[config.mk]
export PLATFORM = sky130hd
export DESIGN_NAME = contador_distancia_flat
export DESIGN_NICKNAME = d
export VERILOG_FILES = /design/src/rtl/contador_distancia_if.sv /design/src/rtl/contador_distancia.sv /design/src/flat_wrapper.sv
export SDC_FILE = /design/constraint.sdc
export NUM_CORES = 1
export LEC_CHECK = 0
export ABC_CLOCK_PERIOD_IN_PS = 2400
export CELL_PAD_IN_SITES_DETAIL_PLACEMENT = 1
export CELL_PAD_IN_SITES_GLOBAL_PLACEMENT = 2
export CORE_ASPECT_RATIO = 0.5
export CORE_MARGIN = 2
export CORE_UTILIZATION = 34
export CTS_CLUSTER_DIAMETER = 200
export CTS_CLUSTER_SIZE = 20
export DETAILED_ROUTE_END_ITERATION = 16
export HOLD_SLACK_MARGIN = 0.1
export PLACE_DENSITY_LB_ADDON = 0.25
export SKIP_CTS_REPAIR_TIMING = 1
export SYNTH_ARGS = -nofsm -noshare
export SYNTH_HDL_FRONTEND = slang
export SYNTH_SLANG_ARGS = --single-unit
[constraint.sdc]
create_clock -name clock -period 2.4 [get_ports clock]
set_input_delay 0.48 -clock clock [delete_from_list [all_inputs] [get_ports clock]]
set_output_delay 0.48 -clock clock [all_outputs]
set_load 0.01 [all_outputs]
[src/rtl/contador_distancia_if.sv]
// Echo-pulse measurement bus: the raw echo input and the distance results.
// The counter drives the results through the master modport.
interface contador_distancia_if #(
  parameter int N       = 12,
  parameter int DIGITOS = 3
);
  logic                 pulso;
  logic [4*DIGITOS-1:0] digitos;
  logic [N-1:0]         medida;
  logic                 pronto;
  logic                 erro;
  logic                 ocupado;

  modport master (input pulso, output digitos, medida, pronto, erro, ocupado);
  modport slave  (output pulso, input digitos, medida, pronto, erro, ocupado);
endinterface

[src/rtl/contador_distancia.sv]
// Echo-width distance counter: binary and BCD results with timeout detection.
// Optional round-half-up is enabled by defining CONTADOR_DISTANCIA_ARREDONDA_EN.
module contador_distancia #(
  parameter int R          = 2941,
  parameter int N          = 12,
  parameter int DIGITOS    = 3,
  parameter int TIMEOUT_CM = 400
) (
  input  logic                 clock,
  input  logic                 reset,
  contador_distancia_if.master bus
);

  localparam int            TW    = (R > 1) ? $clog2(R) : 1;
  localparam logic [TW-1:0] T_MAX = TW'(R - 1);
  localparam logic [N-1:0]  U_MAX = N'(TIMEOUT_CM);
`ifdef CONTADOR_DISTANCIA_ARREDONDA_EN
  localparam logic [TW-1:0] T_HALF = TW'(R / 2);
`endif

  typedef enum logic [2:0] {
    ESPERA,
    MEDINDO,
    ARREDONDA,
    CONCLUI,
    ERRO
  } estado_t;

  estado_t              state_q, state_d;
  logic                 pulso_r_q, pulso_atr_q;
  logic [TW-1:0]        t_q, t_d;
  logic [N-1:0]         u_q, u_d;
  logic [4*DIGITOS-1:0] b_q, b_d;
  logic [N-1:0]         medida_q, medida_d;
  logic [4*DIGITOS-1:0] digitos_q, digitos_d;
  logic                 erro_q, erro_d;
  logic                 pronto_q, pronto_d;
  logic                 subida;

  // Cascaded decimal increment, so the BCD count never needs a conversion.
  function automatic logic [4*DIGITOS-1:0] bcd_inc(input logic [4*DIGITOS-1:0] v);
    logic [4*DIGITOS-1:0] r;
    logic                 carry;
    r     = v;
    carry = 1'b1;
    for (int i = 0; i < DIGITOS; i++) begin
      if (carry) begin
        if (v[4*i +: 4] == 4'd9) begin
          r[4*i +: 4] = 4'd0;
        end else begin
          r[4*i +: 4] = v[4*i +: 4] + 4'd1;
          carry       = 1'b0;
        end
      end
    end
    return r;
  endfunction

  assign subida = pulso_r_q & ~pulso_atr_q;

  always_comb begin
    state_d   = state_q;
    t_d       = t_q;
    u_d       = u_q;
    b_d       = b_q;
    medida_d  = medida_q;
    digitos_d = digitos_q;
    erro_d    = erro_q;
    case (state_q)
      ESPERA: begin
        t_d = '0;
        u_d = '0;
        b_d = '0;
        if (subida) begin
          state_d = MEDINDO;
          erro_d  = 1'b0;
        end
      end
      MEDINDO: begin
        // The timeout check comes first so it wins over a pulse ending now.
        if (u_q == U_MAX) begin
          state_d = ERRO;
        end else if (!pulso_r_q) begin
          state_d = ARREDONDA;
        end else if (t_q == T_MAX) begin
          t_d = '0;
          u_d = u_q + N'(1);
          b_d = bcd_inc(b_q);
        end else begin
          t_d = t_q + TW'(1);
        end
      end
      ARREDONDA: begin
`ifdef CONTADOR_DISTANCIA_ARREDONDA_EN
        if ((t_q >= T_HALF) && (u_q < U_MAX)) begin
          u_d = u_q + N'(1);
          b_d = bcd_inc(b_q);
        end
`endif
        medida_d  = u_d;
        digitos_d = b_d;
        state_d   = CONCLUI;
      end
      CONCLUI: state_d = ESPERA;
      ERRO: begin
        if (!pulso_r_q) state_d = ESPERA;
      end
      default: state_d = ESPERA;
    endcase
    if (state_d == ERRO) erro_d = 1'b1;
    pronto_d = (state_d == CONCLUI) || ((state_d == ERRO) && (state_q != ERRO));
  end

  // The edge detector resets high so a pulse already present at release is ignored.
  always_ff @(posedge clock) begin
    if (reset) begin
      state_q     <= ESPERA;
      pulso_r_q   <= 1'b1;
      pulso_atr_q <= 1'b1;
      t_q         <= '0;
      u_q         <= '0;
      b_q         <= '0;
      medida_q    <= '0;
      digitos_q   <= '0;
      erro_q      <= 1'b0;
      pronto_q    <= 1'b0;
    end else begin
      state_q     <= state_d;
      pulso_r_q   <= bus.pulso;
      pulso_atr_q <= pulso_r_q;
      t_q         <= t_d;
      u_q         <= u_d;
      b_q         <= b_d;
      medida_q    <= medida_d;
      digitos_q   <= digitos_d;
      erro_q      <= erro_d;
      pronto_q    <= pronto_d;
    end
  end

  assign bus.medida  = medida_q;
  assign bus.digitos = digitos_q;
  assign bus.erro    = erro_q;
  assign bus.pronto  = pronto_q;
  assign bus.ocupado = (state_q == MEDINDO) || (state_q == ARREDONDA);

endmodule

[src/flat_wrapper.sv]
// flat-port wrapper written by rule: the top's interface ports become plain ports
module contador_distancia_flat 
#(
  parameter int R          = 2941,
  parameter int N          = 12,
  parameter int DIGITOS    = 3,
  parameter int TIMEOUT_CM = 400
)
  (clock, reset, bus_pulso, bus_digitos, bus_medida, bus_pronto, bus_erro, bus_ocupado);
  contador_distancia_if #(.N(N), .DIGITOS(DIGITOS)) bus_i ();
  input  logic clock;
  input  logic reset;
  input wire logic [$bits(bus_i.pulso)-1:0] bus_pulso;
  output wire logic [$bits(bus_i.digitos)-1:0] bus_digitos;
  output wire logic [$bits(bus_i.medida)-1:0] bus_medida;
  output wire logic [$bits(bus_i.pronto)-1:0] bus_pronto;
  output wire logic [$bits(bus_i.erro)-1:0] bus_erro;
  output wire logic [$bits(bus_i.ocupado)-1:0] bus_ocupado;
  assign bus_i.pulso = bus_pulso;
  assign bus_digitos = bus_i.digitos;
  assign bus_medida = bus_i.medida;
  assign bus_pronto = bus_i.pronto;
  assign bus_erro = bus_i.erro;
  assign bus_ocupado = bus_i.ocupado;
  contador_distancia #(.R(R), .N(N), .DIGITOS(DIGITOS), .TIMEOUT_CM(TIMEOUT_CM)) u_core (.clock(clock), .reset(reset), .bus(bus_i));
endmodule
==> results of run 1 <==
routing by layer:
| metal | track usage (%) | part of all wire, % |
|---|---|---|
| met4 | 5.67 | 1.1 |
| met3 | 5.94 | 3.3 |
| met2 | 31.8 | 47 |
| met5 | 0 | 0 |
| met1 | 23.8 | 49 |
layout make-up:
cell class	count	area share [%]
clock inverter	2	0.887
sequential	67	34.0
inverter	16	1.52
multi-input combinational	275	41.8
tap	117	3.71
timing repair buffer	49	11.5
clock buffer	13	6.59
layout by cell type, fill, tap and decap left out, types with 10 or more instances in the layout:
master                            count
sky130_fd_sc_hd__a21oi_1             51
sky130_fd_sc_hd__buf_4               19
sky130_fd_sc_hd__clkdlybuf4s50_1     29
sky130_fd_sc_hd__dfxtp_1             67
sky130_fd_sc_hd__ha_1                10
sky130_fd_sc_hd__inv_1               16
sky130_fd_sc_hd__nand2_1             67
sky130_fd_sc_hd__nand3_1             14
sky130_fd_sc_hd__nor2_1              19
sky130_fd_sc_hd__o31ai_1             15
sky130_fd_sc_hd__or4_1               16
kinds of logic after synthesis:
family	Yosys count
buf+inv	41
fa+ha+maj	10
simple gates	156
xor+xnor	7
compound gates	100
flops	67
mux	2
where the power goes:
group | switching (mW) | internal (mW) | total [mW]
clock network | 0.470 | 0.853 | 1.32
logic | 0.0900 | 0.0520 | 0.142
registers | 0.0102 | 1.12 | 1.13
total | 0.571 | 2.03 | 2.60
through the flow:
stage          cell area [um2]  util, %  total power, mW  cells
2_1_floorplan             3140        -             1.25    383
3_3_place_gp              3640     41.2             1.29    524
3_5_place_dp              3640     41.2             1.29    524
4_1_cts                   3930     44.5             2.62    539
5_1_grt                   3950     44.7             2.70    539
6_report                  3950     44.7             2.60    539
worst paths after layout:
check,startpoint,endpoint,slack (ns),depth (start not counted)
setup / recovery,u_core.state_q[1],bus_ocupado,0.13,3
hold / removal,u_core.bus.digitos[9],u_core.bus.digitos[9],0.45,2
setup reg to reg,u_core.t_q[0],u_core.b_q[3],0.18,7
hold reg to reg,u_core.bus.digitos[9],u_core.bus.digitos[9],0.45,2
registers in the layout, summed over array words and instances, names as in the netlist:
name and flops:
u_core.bus.erro 1, u_core.bus.digitos 12, u_core.u_q 12, u_core.state_q 3, u_core.bus.pronto 1, u_core.pulso_r_q 1
u_core.b_q 12, u_core.pulso_atr_q 1, u_core.bus.medida 12, u_core.t_q 12
worst max-delay path: stages (launching register included):
cell and delay [ns]:
sky130_fd_sc_hd__dfxtp_1 0.37, sky130_fd_sc_hd__or3b_4 0.47, sky130_fd_sc_hd__nand2_1 0.08, sky130_fd_sc_hd__clkdlybuf4s50_1 0.54
==> results.rst, run 1 <==
.. list-table::
   :header-rows: 1

   * - Metric
     - Value
   * - Root Buffer Master
     - sky130_fd_sc_hd__clkbuf_16
   * - Number of top-level design ports
     - 30
   * - Final Hold Fails
     - 0
   * - Synth async-reset ratio
     - 0%
   * - Fin Clk Skew
     - 0.00728 ns
   * - First-iteration detailed-routing DRC count
     - 127
   * - Total CTS buffers
     - 9
   * - Yosys warning count
     - 0
   * - Count of standard-cell rows
     - 24
   * - Placer's final routability congestion estimate
     - 0.846
   * - CTS Buffer Depth
     - 2
   * - Run status
     - complete, no violations
   * - Number of setup violations in the final report
     - 0
   * - Adder-cell share of the synthesized area
     - 3.98%
   * - Detailed-routing iteration count for the pre-antenna-repair pass
     - 4
   * - Synth Area in Simple Gates
     - 25.5%
   * - Detailed Place HPWL
     - 6.35 mm
   * - Maximum vdd drop
     - 0.334 mV
   * - Maximum level of the CTS H-tree
     - 3
   * - Wire length of the first global-routing pass
     - 15.1 mm
   * - Remaining number of nets flagged by the antenna check after routing
     - 0
   * - Fill cell total of the finished layout
     - 1053
   * - Total Routed Length
     - 8.83 mm
   * - Total overflow reported by the global router
     - 0
   * - WS Path Type
     - register to output port
   * - Tightest hold margin
     - 0.453 ns
   * - Worst hold-check path type
     - register to register
   * - Syn Inst Count
     - 383
   * - Normalized max-slew margin
     - 46.2%
   * - FF+latch count, synth
     - 67
   * - CP arrival
     - 1.79 ns
   * - Area taken by flip-flops and latches
     - 1340 um2
   * - Number of antenna violations at the first check in global routing
     - 0
   * - Total count of max-transition violations in the final report
     - 0
   * - Leakage
     - 1.34 nW
   * - Via count of the first global-routing pass
     - 3014
   * - Share of Yosys cell area claimed by the top area cell type
     - 42.7%
   * - Setup TNS
     - 0 ns
   * - Most frequently used flop master after synthesis
     - sky130_fd_sc_hd__dfxtp_1
   * - Seq/Total Area, Yosys
     - 42.7%
   * - Net count of the mapped netlist
     - 396
   * - Post-Synthesis Cell Area
     - 3140 um2
   * - Worst slack, placed
     - 0.191 ns
   * - Endpoint type of the worst setup path
     - output port
   * - Area leader, netlist
     - sky130_fd_sc_hd__dfxtp_1
   * - Number of nets in the finished design
     - 431
   * - Post-synth EDFFs
     - 0
   * - Top post-synthesis cells by count
     - sky130_fd_sc_hd__dfxtp_1, sky130_fd_sc_hd__nand2_1, sky130_fd_sc_hd__a21oi_1
   * - Critical Path Fanout Max
     - 8
   * - Per-cell via count in the routed design
     - 5.33
   * - Source-to-sink clock delay at the later pin of the worst-skew pair
     - 0.33 ns
   * - Period minus WS final
     - 2.27 ns
   * - Chip Width
     - 140 um
   * - CTS clock-pin slew for the worst setup and hold paths
     - 0.05 ns
   * - Largest family of logic cells by synthesized area
     - simple AND/OR/NAND/NOR gates
   * - Unrepaired setup endpoints after global routing
     - false
   * - Max-cap violation count
     - 0
   * - Starting density of the core
     - 35.6%
   * - Total Routing Usage GR
     - 18.9%
   * - Mux cell area share after synthesis
     - 0.637%
   * - Die boundary height
     - 72.0 um
   * - Relative area change from synthesis to final layout
     - 25.7%
   * - Worst-Margin Slew
     - 0.805 ns
   * - # port buffers
     - 29
   * - CP required
     - 1.92 ns
   * - Number of remaining DRC errors
     - 0
   * - Avg Synthesized Cell Area
     - 8.20 um2
   * - Fraction of layout instances using a drive strength above 1
     - 10.4%
   * - Critical Path Start Type
     - register
   * - Top cells by area in the synthesized netlist
     - sky130_fd_sc_hd__dfxtp_1, sky130_fd_sc_hd__a21oi_1, sky130_fd_sc_hd__nand2_1, sky130_fd_sc_hd__ha_1, sky130_fd_sc_hd__or4_1
   * - Placeable core region
     - 8830 um2
   * - Share of the synthesized area in compound gates (AO/OA/AOI/OAI)
     - 19.9%
   * - Clock tree from TritonCTS
     - built
   * - Maximum operating frequency
     - 440 MHz
   * - Worst-case setup margin in the final layout
     - 0.129 ns
   * - Die Area
     - 10100 um2
   * - Total vias in the final route
     - 2873
   * - WL/cell
     - 16.4 um
   * - Maximum number of pins on one net before global-route repair
     - 39
   * - Synth cell types
     - 46
   * - Clock Sinks
     - 67
   * - Ant. Diodes
     - 0
   * - Final cycle utilization of the critical path
     - 94.6%
   * - Total power divided by cell area
     - 658 nW/um2
   * - Total area of multi-input combinational cells
     - 1650 um2
   * - Area share of xor/xnor cells in the synthesized design
     - 1.95%
(Power assumes the default switching activity.)
==> run 2: changes to the inputs <==
Settings changed: ABC_CLOCK_PERIOD_IN_PS 2400 to 2200, SLEW_MARGIN set to 10.
Clock period 2.4 ns to 2.2 ns, I/O delays scaled along.
==> results.rst, run 2 (synthesis results as in run 1) <==
.. list-table::
   :header-rows: 1

   * - Metric
     - Value
   * - Critical Path Fanout Max
     - 7
   * - Total vias in the final route
     - 3016
   * - Die boundary height
     - 72.0 um
   * - Relative area change from synthesis to final layout
     - 32.1%
   * - Endpoint type of the worst setup path
     - register
   * - Most common cell after layout, fill and taps aside
     - sky130_fd_sc_hd__nand2_1
   * - Total Routed Length
     - 9.14 mm
   * - Total Routing Usage GR
     - 19.4%
   * - Total count of max-transition violations in the final report
     - 0
   * - Total power divided by cell area
     - 736 nW/um2
   * - Commonest non-fill, non-tap cells in the layout
     - sky130_fd_sc_hd__nand2_1, sky130_fd_sc_hd__dfxtp_1, sky130_fd_sc_hd__a21oi_1, sky130_fd_sc_hd__buf_4, sky130_fd_sc_hd__clkdlybuf4s50_1
   * - Placeable core region
     - 8830 um2
   * - Worst slack, placed
     - 0.00668 ns
   * - Number of nets in the finished design
     - 444
   * - Cell-by-cell trace of the critical path
     - inv_1 -> ha_1 -> nor4bb_1 -> a41o_1 -> buf_4 -> a2111oi_1 -> buf_4 -> xnor2_1 -> nor2_1
   * - Total CTS buffers
     - 9
   * - Reg power frac
     - 40.4%
   * - Period minus WS final
     - 2.16 ns
   * - Maximum number of pins on one net before global-route repair
     - 27
   * - Buffering stage count on the worst path with inverters included
     - 3
   * - # port buffers
     - 29
   * - Switching power total
     - 0.642 mW
   * - Clock Sinks
     - 67
   * - Ant. Diodes
     - 0
   * - Fill cell total of the finished layout
     - 1043
   * - Run status
     - complete, no violations
   * - Number of remaining DRC errors
     - 0
   * - CP arrival
     - 2.39 ns
   * - Source-to-sink clock delay at the later pin of the worst-skew pair
     - 0.33 ns
   * - Number of antenna violations at the first check in global routing
     - 0
   * - Maximum vdd drop
     - 0.481 mV
   * - Total overflow reported by the global router
     - 0
   * - Normalized max-slew margin
     - 59.7%
   * - Total power consumption of the routed design
     - 3.05 mW
   * - WS Path Type
     - register to register
   * - Worst-Margin Slew
     - 0.589 ns
   * - Register-to-register path setup slack
     - 0.04 ns
   * - Chip Width
     - 140 um
   * - Clock tree from TritonCTS
     - built
   * - Detailed Place HPWL
     - 6.47 mm
   * - Max-cap violation count
     - 0
   * - Cell class contributing the biggest share of worst-path delay
     - compound AO/OA/AOI/OAI gates
   * - Final Hold Fails
     - 0
   * - Critical Path Start Type
     - register
   * - Cell type of the slowest stage on the worst timing path
     - sky130_fd_sc_hd__a2111oi_1
   * - WL/cell
     - 16.5 um
   * - Proportion of power drawn by the clock network
     - 53.7%
   * - Internal Power
     - 2.41 mW
   * - Wire length of the first global-routing pass
     - 15.4 mm
   * - Worst-case setup margin in the final layout
     - 0.0398 ns
   * - Fin Clk Skew
     - 0.00644 ns
   * - Number of top-level design ports
     - 30
   * - Worst hold-check path type
     - register to register
   * - First-iteration detailed-routing DRC count
     - 109
   * - Leakage
     - 1.47 nW
   * - Count of standard-cell rows
     - 24
   * - Number of setup violations in the final report
     - 0
   * - Maximum level of the CTS H-tree
     - 3
   * - Via count of the first global-routing pass
     - 3132
   * - CTS clock-pin slew for the worst setup and hold paths
     - 0.06 ns
   * - Maximum operating frequency
     - 463 MHz
   * - Root Buffer Master
     - sky130_fd_sc_hd__clkbuf_16
   * - Starting density of the core
     - 35.6%
   * - Placer's final routability congestion estimate
     - 0.835
   * - Fraction of layout instances using a drive strength above 1
     - 15.1%
   * - Combinational power share
     - 5.9%
   * - Remaining number of nets flagged by the antenna check after routing
     - 0
   * - CP required
     - 2.43 ns
   * - Most used cell along the critical path
     - sky130_fd_sc_hd__buf_4
   * - Final cycle utilization of the critical path
     - 98.2%
   * - Switching Share
     - 21.0%
   * - Unrepaired setup endpoints after global routing
     - true
   * - CTS Buffer Depth
     - 2
   * - Largest incremental delay on the critical path
     - 0.54 ns
   * - Per-cell via count in the routed design
     - 5.45
   * - Detailed-routing iteration count for the pre-antenna-repair pass
     - 4
   * - Die Area
     - 10100 um2
-- run 2: cell count changes in the layout (fill, tap and decap cells not counted), sizes merged --
cell	delta
clkinvlp	+1
bufinv	+1
and2	+1
buf	+12
dlymetal6s2s	+1
clkdlybuf4s50	-1
clkinv	-1
-- run 2: cell type report --
type                    instances  area [um2]  area share (%)
inverters                      16        60.1            1.45
repair buffers                 61         571            13.8
well taps                     117         146            3.53
multi-input cells             276        1680            40.5
flip-flops and latches         67        1340            32.4
clock inverters                 3        67.6            1.63
clock buffers                  13         280            6.76
-- run 2: worst register-to-register path, stage by stage (launching register included) --
cell	delay [ns]
sky130_fd_sc_hd__dfxtp_1	0.33
sky130_fd_sc_hd__inv_1	0.06
sky130_fd_sc_hd__ha_1	0.19
sky130_fd_sc_hd__nor4bb_1	0.13
sky130_fd_sc_hd__a41o_1	0.27
sky130_fd_sc_hd__buf_4	0.17
sky130_fd_sc_hd__a2111oi_1	0.54
sky130_fd_sc_hd__buf_4	0.20
sky130_fd_sc_hd__xnor2_1	0.11
sky130_fd_sc_hd__nor2_1	0.05
-- run 2: power by group through the flow --
stage	registers [mW]	logic [mW]	clock network, mW
2_1_floorplan	1.26	0.102	0
3_3_place_gp	1.26	0.163	0
3_5_place_dp	1.26	0.170	0
4_1_cts	1.23	0.172	1.67
5_1_grt	1.23	0.198	1.73
6_report	1.23	0.181	1.64
-- run 2: final timing paths --
| path | start | endpoint | cells past startpoint |
|---|---|---|---|
| min reg2reg | u_core.bus.digitos[11] | u_core.bus.digitos[11] | 2 |
| min | u_core.bus.digitos[11] | u_core.bus.digitos[11] | 2 |
| max reg2reg | u_core.u_q[0] | u_core.t_q[10] | 9 |
| max | u_core.u_q[0] | u_core.t_q[10] | 9 |
-- run 2: stage by stage --
step,cell area (um2),setup TNS [ns],cells,hold slack (ns),util [%]
after floorplan,3140,0,383,0.445,-
after global placement,3750,0,536,0.441,42.5
after detailed placement,3750,0,536,0.449,42.5
after CTS,4100,-0.0787,552,0.457,46.4
after global routing,4150,-0.338,553,0.473,47.0
final,4150,0,553,0.455,47.0
-- run 2: per-layer routing --
layer  track usage, %  part of all wire, %  routed length (um)
met2             35.2                   48                4420
met1             22.4                   46                4230
met3             5.15                  3.4                 310
met5                0                    0                   0
met4             7.33                  2.1                 188
==> run 3: changes to the inputs <==
Settings changed: HOLD_SLACK_MARGIN 0.1 to 0.03.
==> results of run 3 <==
No change in the layout: final DEF, timing and power equal those of run 2.
